==> src/rtl/audio_pkg.sv <==
// Shared constants and types for the stereo I2S transmit path.
package audio_pkg;

  localparam int SAMPLE_BITS_DFLT = 16;
  localparam int UNDERRUN_MAX     = 255;

  typedef struct packed {
    logic signed [SAMPLE_BITS_DFLT-1:0] left;
    logic signed [SAMPLE_BITS_DFLT-1:0] right;
  } stereo_sample_t;

endpackage

==> src/rtl/i2s_audio_tx_if.sv <==
// Mixer-to-I2S sample handshake: one stereo word per valid/ready transfer, plus mute.
interface i2s_audio_tx_if #(
  parameter int SAMPLE_BITS = audio_pkg::SAMPLE_BITS_DFLT
) ();

  logic signed [SAMPLE_BITS-1:0] AUDIO_L;
  logic signed [SAMPLE_BITS-1:0] AUDIO_R;
  logic                          SAMPLE_VALID;
  logic                          SAMPLE_READY;
  logic                          MUTE;

  modport master (output AUDIO_L, AUDIO_R, SAMPLE_VALID, MUTE, input SAMPLE_READY);
  modport slave  (input AUDIO_L, AUDIO_R, SAMPLE_VALID, MUTE, output SAMPLE_READY);

endinterface

==> src/rtl/i2s_bck_gen.sv <==
// Bit-clock divider: BCK toggles every BCK_DIV cycles; bck_fall marks the cycle BCK goes 1->0.
module i2s_bck_gen #(
  parameter int BCK_DIV = 9
) (
  input  logic clk,
  input  logic rst,
  output logic bck,
  output logic bck_fall
);

  localparam int DIV_W = $clog2(BCK_DIV);

  logic [DIV_W-1:0] div_cnt;
  logic             at_end;

  assign at_end   = (div_cnt == DIV_W'(BCK_DIV - 1));
  // Combinational so the top updates LRCK/DATA on the same edge that drops BCK.
  assign bck_fall = at_end && bck;

  always_ff @(posedge clk) begin
    if (rst) begin
      div_cnt <= '0;
      bck     <= 1'b0;
    end else if (at_end) begin
      div_cnt <= '0;
      bck     <= ~bck;
    end else begin
      div_cnt <= div_cnt + 1'b1;
    end
  end

endmodule

==> src/rtl/i2s_audio_tx.sv <==
// Philips-format I2S serialiser with a one-entry sample buffer; repeats the last frame on underrun.
module i2s_audio_tx
  import audio_pkg::*;
#(
  parameter int SAMPLE_BITS = SAMPLE_BITS_DFLT,
  parameter int BCK_DIV     = 9
) (
  input  logic          CLK,
  input  logic          RESET,
  i2s_audio_tx_if.slave bus,
  output logic          I2S_BCK,
  output logic          I2S_LRCK,
  output logic          I2S_DATA,
  output logic [7:0]    UNDERRUN_CNT
);

  localparam int W     = SAMPLE_BITS;
  localparam int CNT_W = $clog2(2 * W);
  localparam int IDX_W = $clog2(W);
  localparam logic [CNT_W-1:0] LAST_SLOT = CNT_W'(2 * W - 1);

  typedef struct packed {
    logic signed [W-1:0] left;
    logic signed [W-1:0] right;
  } frame_t;

  logic             bck, bck_fall;
  logic [CNT_W-1:0] bit_cnt, slot;
  frame_t           hold, frame;
  logic             full, ready, lrck, data, data_next, load, take;
  logic [7:0]       underrun;

  function automatic logic [7:0] sat_inc(input logic [7:0] v);
    return (v == 8'(UNDERRUN_MAX)) ? v : v + 8'd1;
  endfunction

  i2s_bck_gen #(.BCK_DIV(BCK_DIV)) u_bck_gen (
    .clk      (CLK),
    .rst      (RESET),
    .bck      (bck),
    .bck_fall (bck_fall)
  );

  // Slot 0 still carries the outgoing frame's right LSB; the new frame starts at slot 1.
  always_comb begin
    slot      = (bit_cnt == LAST_SLOT) ? '0 : bit_cnt + 1'b1;
    data_next = frame.right[0];
    if (slot != '0 && int'(slot) <= W)
      data_next = frame.left[IDX_W'(W - int'(slot))];
    else if (int'(slot) > W)
      data_next = frame.right[IDX_W'(2 * W - int'(slot))];
  end

  assign load = bck_fall && (slot == '0);
  assign take = bus.SAMPLE_VALID && ready;

  always_ff @(posedge CLK) begin
    if (RESET) begin
      bit_cnt  <= LAST_SLOT;
      lrck     <= 1'b0;
      data     <= 1'b0;
      ready    <= 1'b0;
      full     <= 1'b0;
      hold     <= '0;
      frame    <= '0;
      underrun <= '0;
    end else begin
      if (bck_fall) begin
        bit_cnt <= slot;
        lrck    <= (int'(slot) >= W);
        data    <= data_next;
      end
      if (load && full)
        frame <= bus.MUTE ? '0 : hold;
      else if (load)
        underrun <= sat_inc(underrun);
      // ready tracks ~full; a load and a transfer can never coincide.
      if (take) begin
        hold.left  <= bus.AUDIO_L;
        hold.right <= bus.AUDIO_R;
        full       <= 1'b1;
        ready      <= 1'b0;
      end else if (load && full) begin
        full  <= 1'b0;
        ready <= 1'b1;
      end else begin
        ready <= ~full;
      end
    end
  end

  assign bus.SAMPLE_READY = ready;
  assign I2S_BCK          = bck;
  assign I2S_LRCK         = lrck;
  assign I2S_DATA         = data;
  assign UNDERRUN_CNT     = underrun;

endmodule

==> src/flat_wrapper.sv <==
// flat-port wrapper written by rule: the top's interface ports become plain ports
module i2s_audio_tx_flat import audio_pkg::*;
#(
  parameter int SAMPLE_BITS = SAMPLE_BITS_DFLT,
  parameter int BCK_DIV     = 9
)
  (CLK, RESET, I2S_BCK, I2S_LRCK, I2S_DATA, UNDERRUN_CNT, bus_AUDIO_L, bus_AUDIO_R, bus_SAMPLE_VALID, bus_MUTE, bus_SAMPLE_READY);
  i2s_audio_tx_if #(.SAMPLE_BITS(SAMPLE_BITS)) bus_i ();
  input  logic CLK;
  input  logic RESET;
  output logic I2S_BCK;
  output logic I2S_LRCK;
  output logic I2S_DATA;
  output logic [7:0] UNDERRUN_CNT;
  input wire logic [$bits(bus_i.AUDIO_L)-1:0] bus_AUDIO_L;
  input wire logic [$bits(bus_i.AUDIO_R)-1:0] bus_AUDIO_R;
  input wire logic [$bits(bus_i.SAMPLE_VALID)-1:0] bus_SAMPLE_VALID;
  input wire logic [$bits(bus_i.MUTE)-1:0] bus_MUTE;
  output wire logic [$bits(bus_i.SAMPLE_READY)-1:0] bus_SAMPLE_READY;
  assign bus_i.AUDIO_L = bus_AUDIO_L;
  assign bus_i.AUDIO_R = bus_AUDIO_R;
  assign bus_i.SAMPLE_VALID = bus_SAMPLE_VALID;
  assign bus_i.MUTE = bus_MUTE;
  assign bus_SAMPLE_READY = bus_i.SAMPLE_READY;
  i2s_audio_tx #(.SAMPLE_BITS(SAMPLE_BITS), .BCK_DIV(BCK_DIV)) u_core (.CLK(CLK), .RESET(RESET), .bus(bus_i), .I2S_BCK(I2S_BCK), .I2S_LRCK(I2S_LRCK), .I2S_DATA(I2S_DATA), .UNDERRUN_CNT(UNDERRUN_CNT));
endmodule
==> config.mk <==
export PLATFORM = sky130hd
export DESIGN_NAME = i2s_audio_tx_flat
export DESIGN_NICKNAME = d
export VERILOG_FILES = /design/src/rtl/audio_pkg.sv /design/src/rtl/i2s_audio_tx_if.sv /design/src/rtl/i2s_bck_gen.sv /design/src/rtl/i2s_audio_tx.sv /design/src/flat_wrapper.sv
export SDC_FILE = /design/constraint.sdc
export NUM_CORES = 1
export LEC_CHECK = 0
export CAP_MARGIN = 5
export CORE_AREA = 4 4 85 87
export DETAILED_ROUTE_END_ITERATION = 12
export DIE_AREA = 0 0 89 91
export GPL_ROUTABILITY_DRIVEN = 0
export HOLD_SLACK_MARGIN = 0.08
export PLACE_DENSITY = 0.82
export SYNTH_ARGS = -nofsm -noshare
export SYNTH_HDL_FRONTEND = slang
export SYNTH_SLANG_ARGS = --single-unit
==> constraint.sdc <==
create_clock -name CLK -period 4.38 [get_ports CLK]
set_input_delay 0.438 -clock CLK [delete_from_list [all_inputs] [get_ports CLK]]
set_output_delay 0.438 -clock CLK [all_outputs]
set_load 0.05 [all_outputs]
==> impl_results.md, run 1 <==
- Worst-path clk slew: 0.09 ns
- Synth Cell Area: 0.003696 mm^2
- Slew headroom: 0.2336
- Post-synth EDFFs: 0
- CTS buffer count: 9
- Vias in the first global route: 2995
- Reg area: 0.001722 mm^2
- Reg2reg setup slack: 0.73 ns
- Largest cells by area after synthesis: dfxtp_1, a21oi_1, nand2_1
- Root Driver: clkbuf_8
- Worst vdd ir: 0.2025 mV
- Commonest non-fill, non-tap cell in the layout: dfxtp_1
- CP cell instances: ha_1, and3_1, ha_1, nor2b_1, mux2i_1, nand3b_1, inv_1, ha_1, nand2_1, nor4_1, and3_1, xnor2_1, nor2_1
- Top_reg_cell synth: dfxtp_1
- Clock skew: 0.009733 ns
- Dpl hpwl: 5205 um
- Antenna violations before repair: 0
- IO Port Bufs: 47
- Final setup fails: 0
- Drt pass-1 iters: 5
- Area post-placement: 0.004165 mm^2
- CTS tree: done
- Filler Cell Count: 533
- Antenna Nets Post-Route: 0
- Mapped Cells: 450
- First-pass GRT wire length: 13210 um
- Worst-Skew Late Latency: 0.36 ns
- Final core utilization: 0.6851
- Final hold slack: 0.4529 ns
- Synth warn: 0
- Worst-Margin Slew: 1.150 ns
- Most frequent cells in the layout: dfxtp_1, nand2_1, a21oi_1, nor2_1, clkdlybuf4s50_1
- Tcrit/Tclk final: 0.8341
- Largest stage delay on the critical path: 0.68 ns
- Unrepaired setup endpoints after global routing: false
- Starting Density: 0.5821
- Total wire length: 7612 um
- Design area: 0.004350 mm^2
- Period minus WS final: 3.654 ns
- Worst EP required: 4.60 ns
- Syn avg cell area: 8.213 um^2
- Area occupied by multi-input gates: 0.001837 mm^2
- Power Dens Cells: 324.8 mW/mm^2
- Slowest cell on the critical path: dfxtp_1
- HP Class: reg -> reg
- CP dominant cell by count: ha_1
- 1st-iter DRT viols: 171
- Post-synthesis register bit count: 86
- Num Clock Sinks: 86
- Worst Min Path Start: u_core.hold[21]
- Max Cap Viol: 0
- Die height: 91 um
- Die ar.: 0.008099 mm^2
- Clock Path Buffers: 2
- Post-synthesis net count: 493
- Area Growth Syn to Fin: 17.70%
- Critical path arrival: 3.87 ns
- Ant diodes: 0
- Avg WL per Cell: 13.54 um
- GR Overflow Total: 0
- Row cnt: 29
- Vias: 3120
- Boundary pin count: 48
- Status: finished clean
- Final Hold Vio Count: 0
- Critical-path maximum fanout: 15
- Setup bufs post-CTS: 0
- Worst Hold End: u_core.hold[21]
- Worst R2R End: u_core.UNDERRUN_CNT[7]
- Critical path capture point type: flop
- Setup TNS: 0 ns
- Die width: 89 um
- Largest net degree at the start of global routing: 47
- Worst r2r src: u_core.bit_cnt[0]
- Post-synth ARST share: 0
- CTS-repair resized insts: 0
- Max Slew Vio Count: 0
- H-Tree Depth: 3
- Yosys top cell by area: dfxtp_1
- Total track usage: 0.2032
- Share of layout cells above drive strength 1: 0.05567
- Worst setup path class: reg -> reg
- Nets: 523
- CP Launch Type: flop
- Reg2reg path depth: 13
- Fmax: 0.2737 GHz
- WHS Path Cells: 2
- Post-synth top area share: 0.4658
- Core area: 0.006350 mm^2
- Sequential element share of the synthesized area: 0.4658
- P_leak: 1.564 nW
- DRC violation count after routing: 0
- Drt via density: 5.552
- Cell variety after synth: 35
- # hold bufs at CTS: 0
==> report_power, final <==
| part | internal [W] | total (W) | switching [W] |
|---|---|---|---|
| logic | 0.0000468 | 0.0000934 | 0.0000466 |
| registers | 0.000799 | 0.000809 | 0.0000103 |
| clock network | 0.000236 | 0.000510 | 0.000275 |
==> state kept, by name, summed over array words and instances (netlist names) <==
name	cells
u_core.hold	32
u_core.u_bck_gen.bck	1
u_core.full	1
u_core.bit_cnt	5
u_core.UNDERRUN_CNT	8
u_core.I2S_LRCK	1
u_core.bus.SAMPLE_READY	1
u_core.u_bck_gen.div_cnt	4
u_core.frame	32
u_core.I2S_DATA	1
==> how the worst max path moves through the flow <==
stage,cells past startpoint,end,from
finish,13,u_core.UNDERRUN_CNT[7],u_core.bit_cnt[0]
global route,13,u_core.UNDERRUN_CNT[7],u_core.bit_cnt[0]
CTS,13,u_core.UNDERRUN_CNT[7],u_core.bit_cnt[0]
detailed placement,13,u_core.UNDERRUN_CNT[7],u_core.bit_cnt[0]
global placement,9,u_core.I2S_DATA,u_core.bit_cnt[0]
floorplan,15,u_core.UNDERRUN_CNT[5],u_core.bit_cnt[0]
==> metrics by stage <==
| step | instances | setup WS, ns | total power [W] |
|---|---|---|---|
| 6_report | 562 | 0.7264 | 0.001413 |
| 4_1_cts | 562 | 0.7811 | 0.001427 |
| 2_1_floorplan | 450 | 1.555 | 0.0008784 |
| 3_5_place_dp | 546 | 0.7935 | 0.0009219 |
| 3_3_place_gp | 546 | 0.9846 | 0.0009188 |
| 5_1_grt | 562 | 0.4962 | 0.001477 |
==> synthesized netlist by cell type, types with 4 or more instances <==
cell type	number
xor2_1	4
nand2_1	80
mux4_2	4
ha_1	7
nor2_1	59
buf_1	5
mux2i_1	9
a21oi_1	74
nand3_1	4
o21ai_0	11
a211o_1	4
inv_1	6
nor3_1	4
clkbuf_1	23
xnor2_1	7
dfxtp_1	86
nor3b_1	35
==> kinds of logic after synthesis <==
logic type / synth area share
AO/OA/AOI/OAI: 0.1408
XOR/XNOR: 0.02607
AND/OR/NAND/NOR: 0.2532
multiplexers: 0.05180
buffers and inverters: 0.03859
adder cells (fa/ha/maj): 0.02370
flip-flops: 0.4658
==> layout make-up <==
cell class | instances | share of cell area
sequential | 86 | 0.3957
multi-input combinational | 327 | 0.4222
clock buffer | 11 | 0.03480
clock inverter | 5 | 0.007765
inverter | 6 | 0.005177
timing repair buffer | 50 | 0.1122
tap | 77 | 0.02215
==> metal layers <==
layer  up-vias  wire [um]  GRT usage
met5         -          0          0
met4         0        136    0.08437
met3        11        331    0.04887
met2        65       3873     0.3342
met1      1457       3272     0.2523
li1       1587          -          -
==> critical path, delay by kind of cell, from the launching register on <==
| family | cells | cell delay (ns) |
|---|---|---|
| and+or+nand+nor | 7 | 1.29 |
| DFF | 1 | 0.68 |
| buffers and inverters | 1 | 0.08 |
| adders and majority gates | 3 | 1.04 |
| xor gates and xnor gates | 1 | 0.13 |
| muxes | 1 | 0.28 |
Power figures use the tool's default switching activity.
==> inputs of run 2 (changes only) <==
--- a/config.mk
+++ b/config.mk
@@ -6,12 +6,12 @@
 export NUM_CORES = 1
 export LEC_CHECK = 0
 export CAP_MARGIN = 5
-export CORE_AREA = 4 4 85 87
+export CORE_AREA = 4 4 92 94
 export DETAILED_ROUTE_END_ITERATION = 12
-export DIE_AREA = 0 0 89 91
+export DIE_AREA = 0 0 96 98
 export GPL_ROUTABILITY_DRIVEN = 0
 export HOLD_SLACK_MARGIN = 0.08
-export PLACE_DENSITY = 0.82
+export PLACE_DENSITY = 0.74
 export SYNTH_ARGS = -nofsm -noshare
 export SYNTH_HDL_FRONTEND = slang
 export SYNTH_SLANG_ARGS = --single-unit
==> constraint.sdc (replaced) <==
create_clock -name CLK -period 3.2 [get_ports CLK]
set_input_delay 0.32 -clock CLK [delete_from_list [all_inputs] [get_ports CLK]]
set_output_delay 0.32 -clock CLK [all_outputs]
set_load 0.05 [all_outputs]
==> run 2 against run 1 <==
  * Via count down 1.5%
  * Wire length fell by 0.47%
  * Sequential power grew 37%
  * Cell count is 5.5% higher
  * Clock skew about the same
  * Clock power increased by 28%
  * Setup slack got worse by 0.34 ns
  * Maximum frequency is 30% higher
  * Combinational power up 40%
  * First-iteration DRC count shrank 15%
  * Critical path type unchanged
==> impl_results.md, run 2 (same netlist as run 1, synthesis figures left out) <==
- HP Class: reg -> reg
- Worst setup path class: reg -> reg
- GR Util met1: 0.2276 (-0.02473)
- Ant diodes: 0 (unchanged)
- Tcrit/Tclk final: 0.8789 (+0.04473)
- Final Hold Vio Count: 0 (unchanged)
- Design area: 0.004415 mm^2 (+1.5%)
- Core area: 0.007647 mm^2 (+20%)
- Vias in the first global route: 2779 (-7.2%)
- Most frequent cells in the layout: dfxtp_1, nand2_1, a21oi_1, nor2_1, clkdlybuf4s50_1
- Commonest non-fill, non-tap cell in the layout: dfxtp_1
- Antenna Nets Post-Route: 0 (unchanged)
- Busiest layer in global routing: met2
- Root Driver: clkbuf_8
- Drt via density: 5.182 (-6.7%)
- Met3 Use GR: 0.03929 (-0.009578)
- Worst EP required: 3.43 ns (-1.17 ns)
- Starting Density: 0.4833 (-0.09876)
- Avg WL per Cell: 12.78 um (-5.7%)
- Row cnt: 32 (+10%)
- # hold bufs at CTS: 0 (unchanged)
- Setup TNS: 0 ns (unchanged)
- Clock Path Buffers: 2 (unchanged)
- Total track usage: 0.1693 (-0.03382)
- 1st-iter DRT viols: 146 (-15%)
- Max Cap Viol: 0 (unchanged)
- DRC violation count after routing: 0 (unchanged)
- CP Launch Type: flop
- Fmax: 0.3556 GHz (+30%)
- H-Tree Depth: 3 (unchanged)
- Critical-path maximum fanout: 4 (-11)
- Die ar.: 0.009408 mm^2 (+16%)
- Die height: 98 um (+7.7%)
- Critical path capture point type: flop
- Critical path arrival: 3.04 ns (-0.83 ns)
- IO Port Bufs: 47 (unchanged)
- Clock skew: 0.009507 ns (-0.0002261 ns)
- Period minus WS final: 2.812 ns (-0.8411 ns)
- First-pass GRT wire length: 12890 um (-2.4%)
- GR Util met2: 0.2730 (-0.06119)
- Dpl hpwl: 5114 um (-1.8%)
- Vias: 3073 (-1.5%)
- Worst-path clk slew: 0.08 ns (about the same)
- Die width: 96 um (+7.9%)
- Boundary pin count: 48 (unchanged)
- Status: finished clean
- Max Slew Vio Count: 0 (unchanged)
- Worst-Margin Slew: 1.085 ns (-0.06428 ns)
- Reg area: 0.001722 mm^2 (unchanged)
- Area occupied by multi-input gates: 0.001843 mm^2 (+0.34%)
- Worst-Skew Late Latency: 0.34 ns (-0.02 ns)
- Nets: 529 (+1.1%)
- CTS tree: done
- Filler Cell Count: 723 (+36%)
- Final setup fails: 0 (unchanged)
- Area Growth Syn to Fin: 19.46%
- Drt pass-1 iters: 4 (-1)
- Total wire length: 7576 um (-0.47%)
- Share of layout cells above drive strength 1: 0.06517 (+0.009503)
- Area post-placement: 0.004242 mm^2 (+1.8%)
- Largest net degree at the start of global routing: 52 (+11%)
- Unrepaired setup endpoints after global routing: false
- Num Clock Sinks: 86 (unchanged)
- Slew headroom: 0.2747 (+0.04110)
- CTS buffer count: 9 (unchanged)
- Power Dens Cells: 428.2 mW/mm^2 (+32%)
- P_leak: 1.585 nW (+1.4%)
- Worst vdd ir: 0.3131 mV (+55%)
- GR Overflow Total: 0 (unchanged)
- Antenna violations before repair: 0 (unchanged)
==> run 2: final timing paths <==
check	startpoint	to	slack (ns)	depth (start not counted)
worst min-delay path	u_core.hold[30]	u_core.hold[30]	0.45	2
worst min register to register	u_core.hold[30]	u_core.hold[30]	0.45	2
worst max-delay path	u_core.bit_cnt[1]	u_core.I2S_DATA	0.39	9
worst max register to register	u_core.bit_cnt[1]	u_core.I2S_DATA	0.39	9
==> run 2: area by class of cell <==
cell class | count | share of cell area
timing repair buffer | 56 | 0.1207
inverter | 6 | 0.005101
multi-input combinational | 327 | 0.4174
tap | 102 | 0.02890
sequential | 86 | 0.3899
clock buffer | 12 | 0.03287
clock inverter | 4 | 0.005101
==> run 2: routing by layer <==
metal  share of wire  vias up
met2            0.49       68
met5               0        -
met1            0.46     1401
met4          0.0069        0
met3           0.052        4
li1                -     1600
==> run 2: repair_timing <==
action | 4_1_cts | 5_1_grt
gates resized for setup | 0 | 1
setup buffers | 0 | 0
endpoints found under the hold margin | 0 | 0
endpoints found under the setup margin | 0 | 2
==> run 2: report_power, final <==
group | switching (W) | leakage [nW] | internal, W
registers | 0.0000138 | 0.697 | 0.00109
clock network | 0.000352 | 0.0861 | 0.000300
logic | 0.0000656 | 0.802 | 0.0000656
total | 0.000431 | 1.59 | 0.00146
==> run 2: per-stage QoR <==
stage	std cells	total power, W	worst slack, ns	hold WS [ns]	util
after floorplan	450	0.001202	0.3754	0.4315	-
after global placement	577	0.001262	0.5668	0.4404	0.5546
after detailed placement	577	0.001266	0.3475	0.4423	0.5546
after CTS	593	0.001913	0.3170	0.4533	0.5766
after global routing	593	0.001974	0.1686	0.4725	0.5774
final	593	0.001891	0.3876	0.4536	0.5774
==> run 2: critical path, cell delays in order, from the launching register on <==
cell and delay [ns]:
dfxtp_1 0.38, ha_1 0.18, and3_1 0.17, ha_1 0.22, mux2i_1 0.48, mux4_2 0.57, nor2_1 0.14, nor2_1 0.08
o2111a_1 0.23, a211o_1 0.25
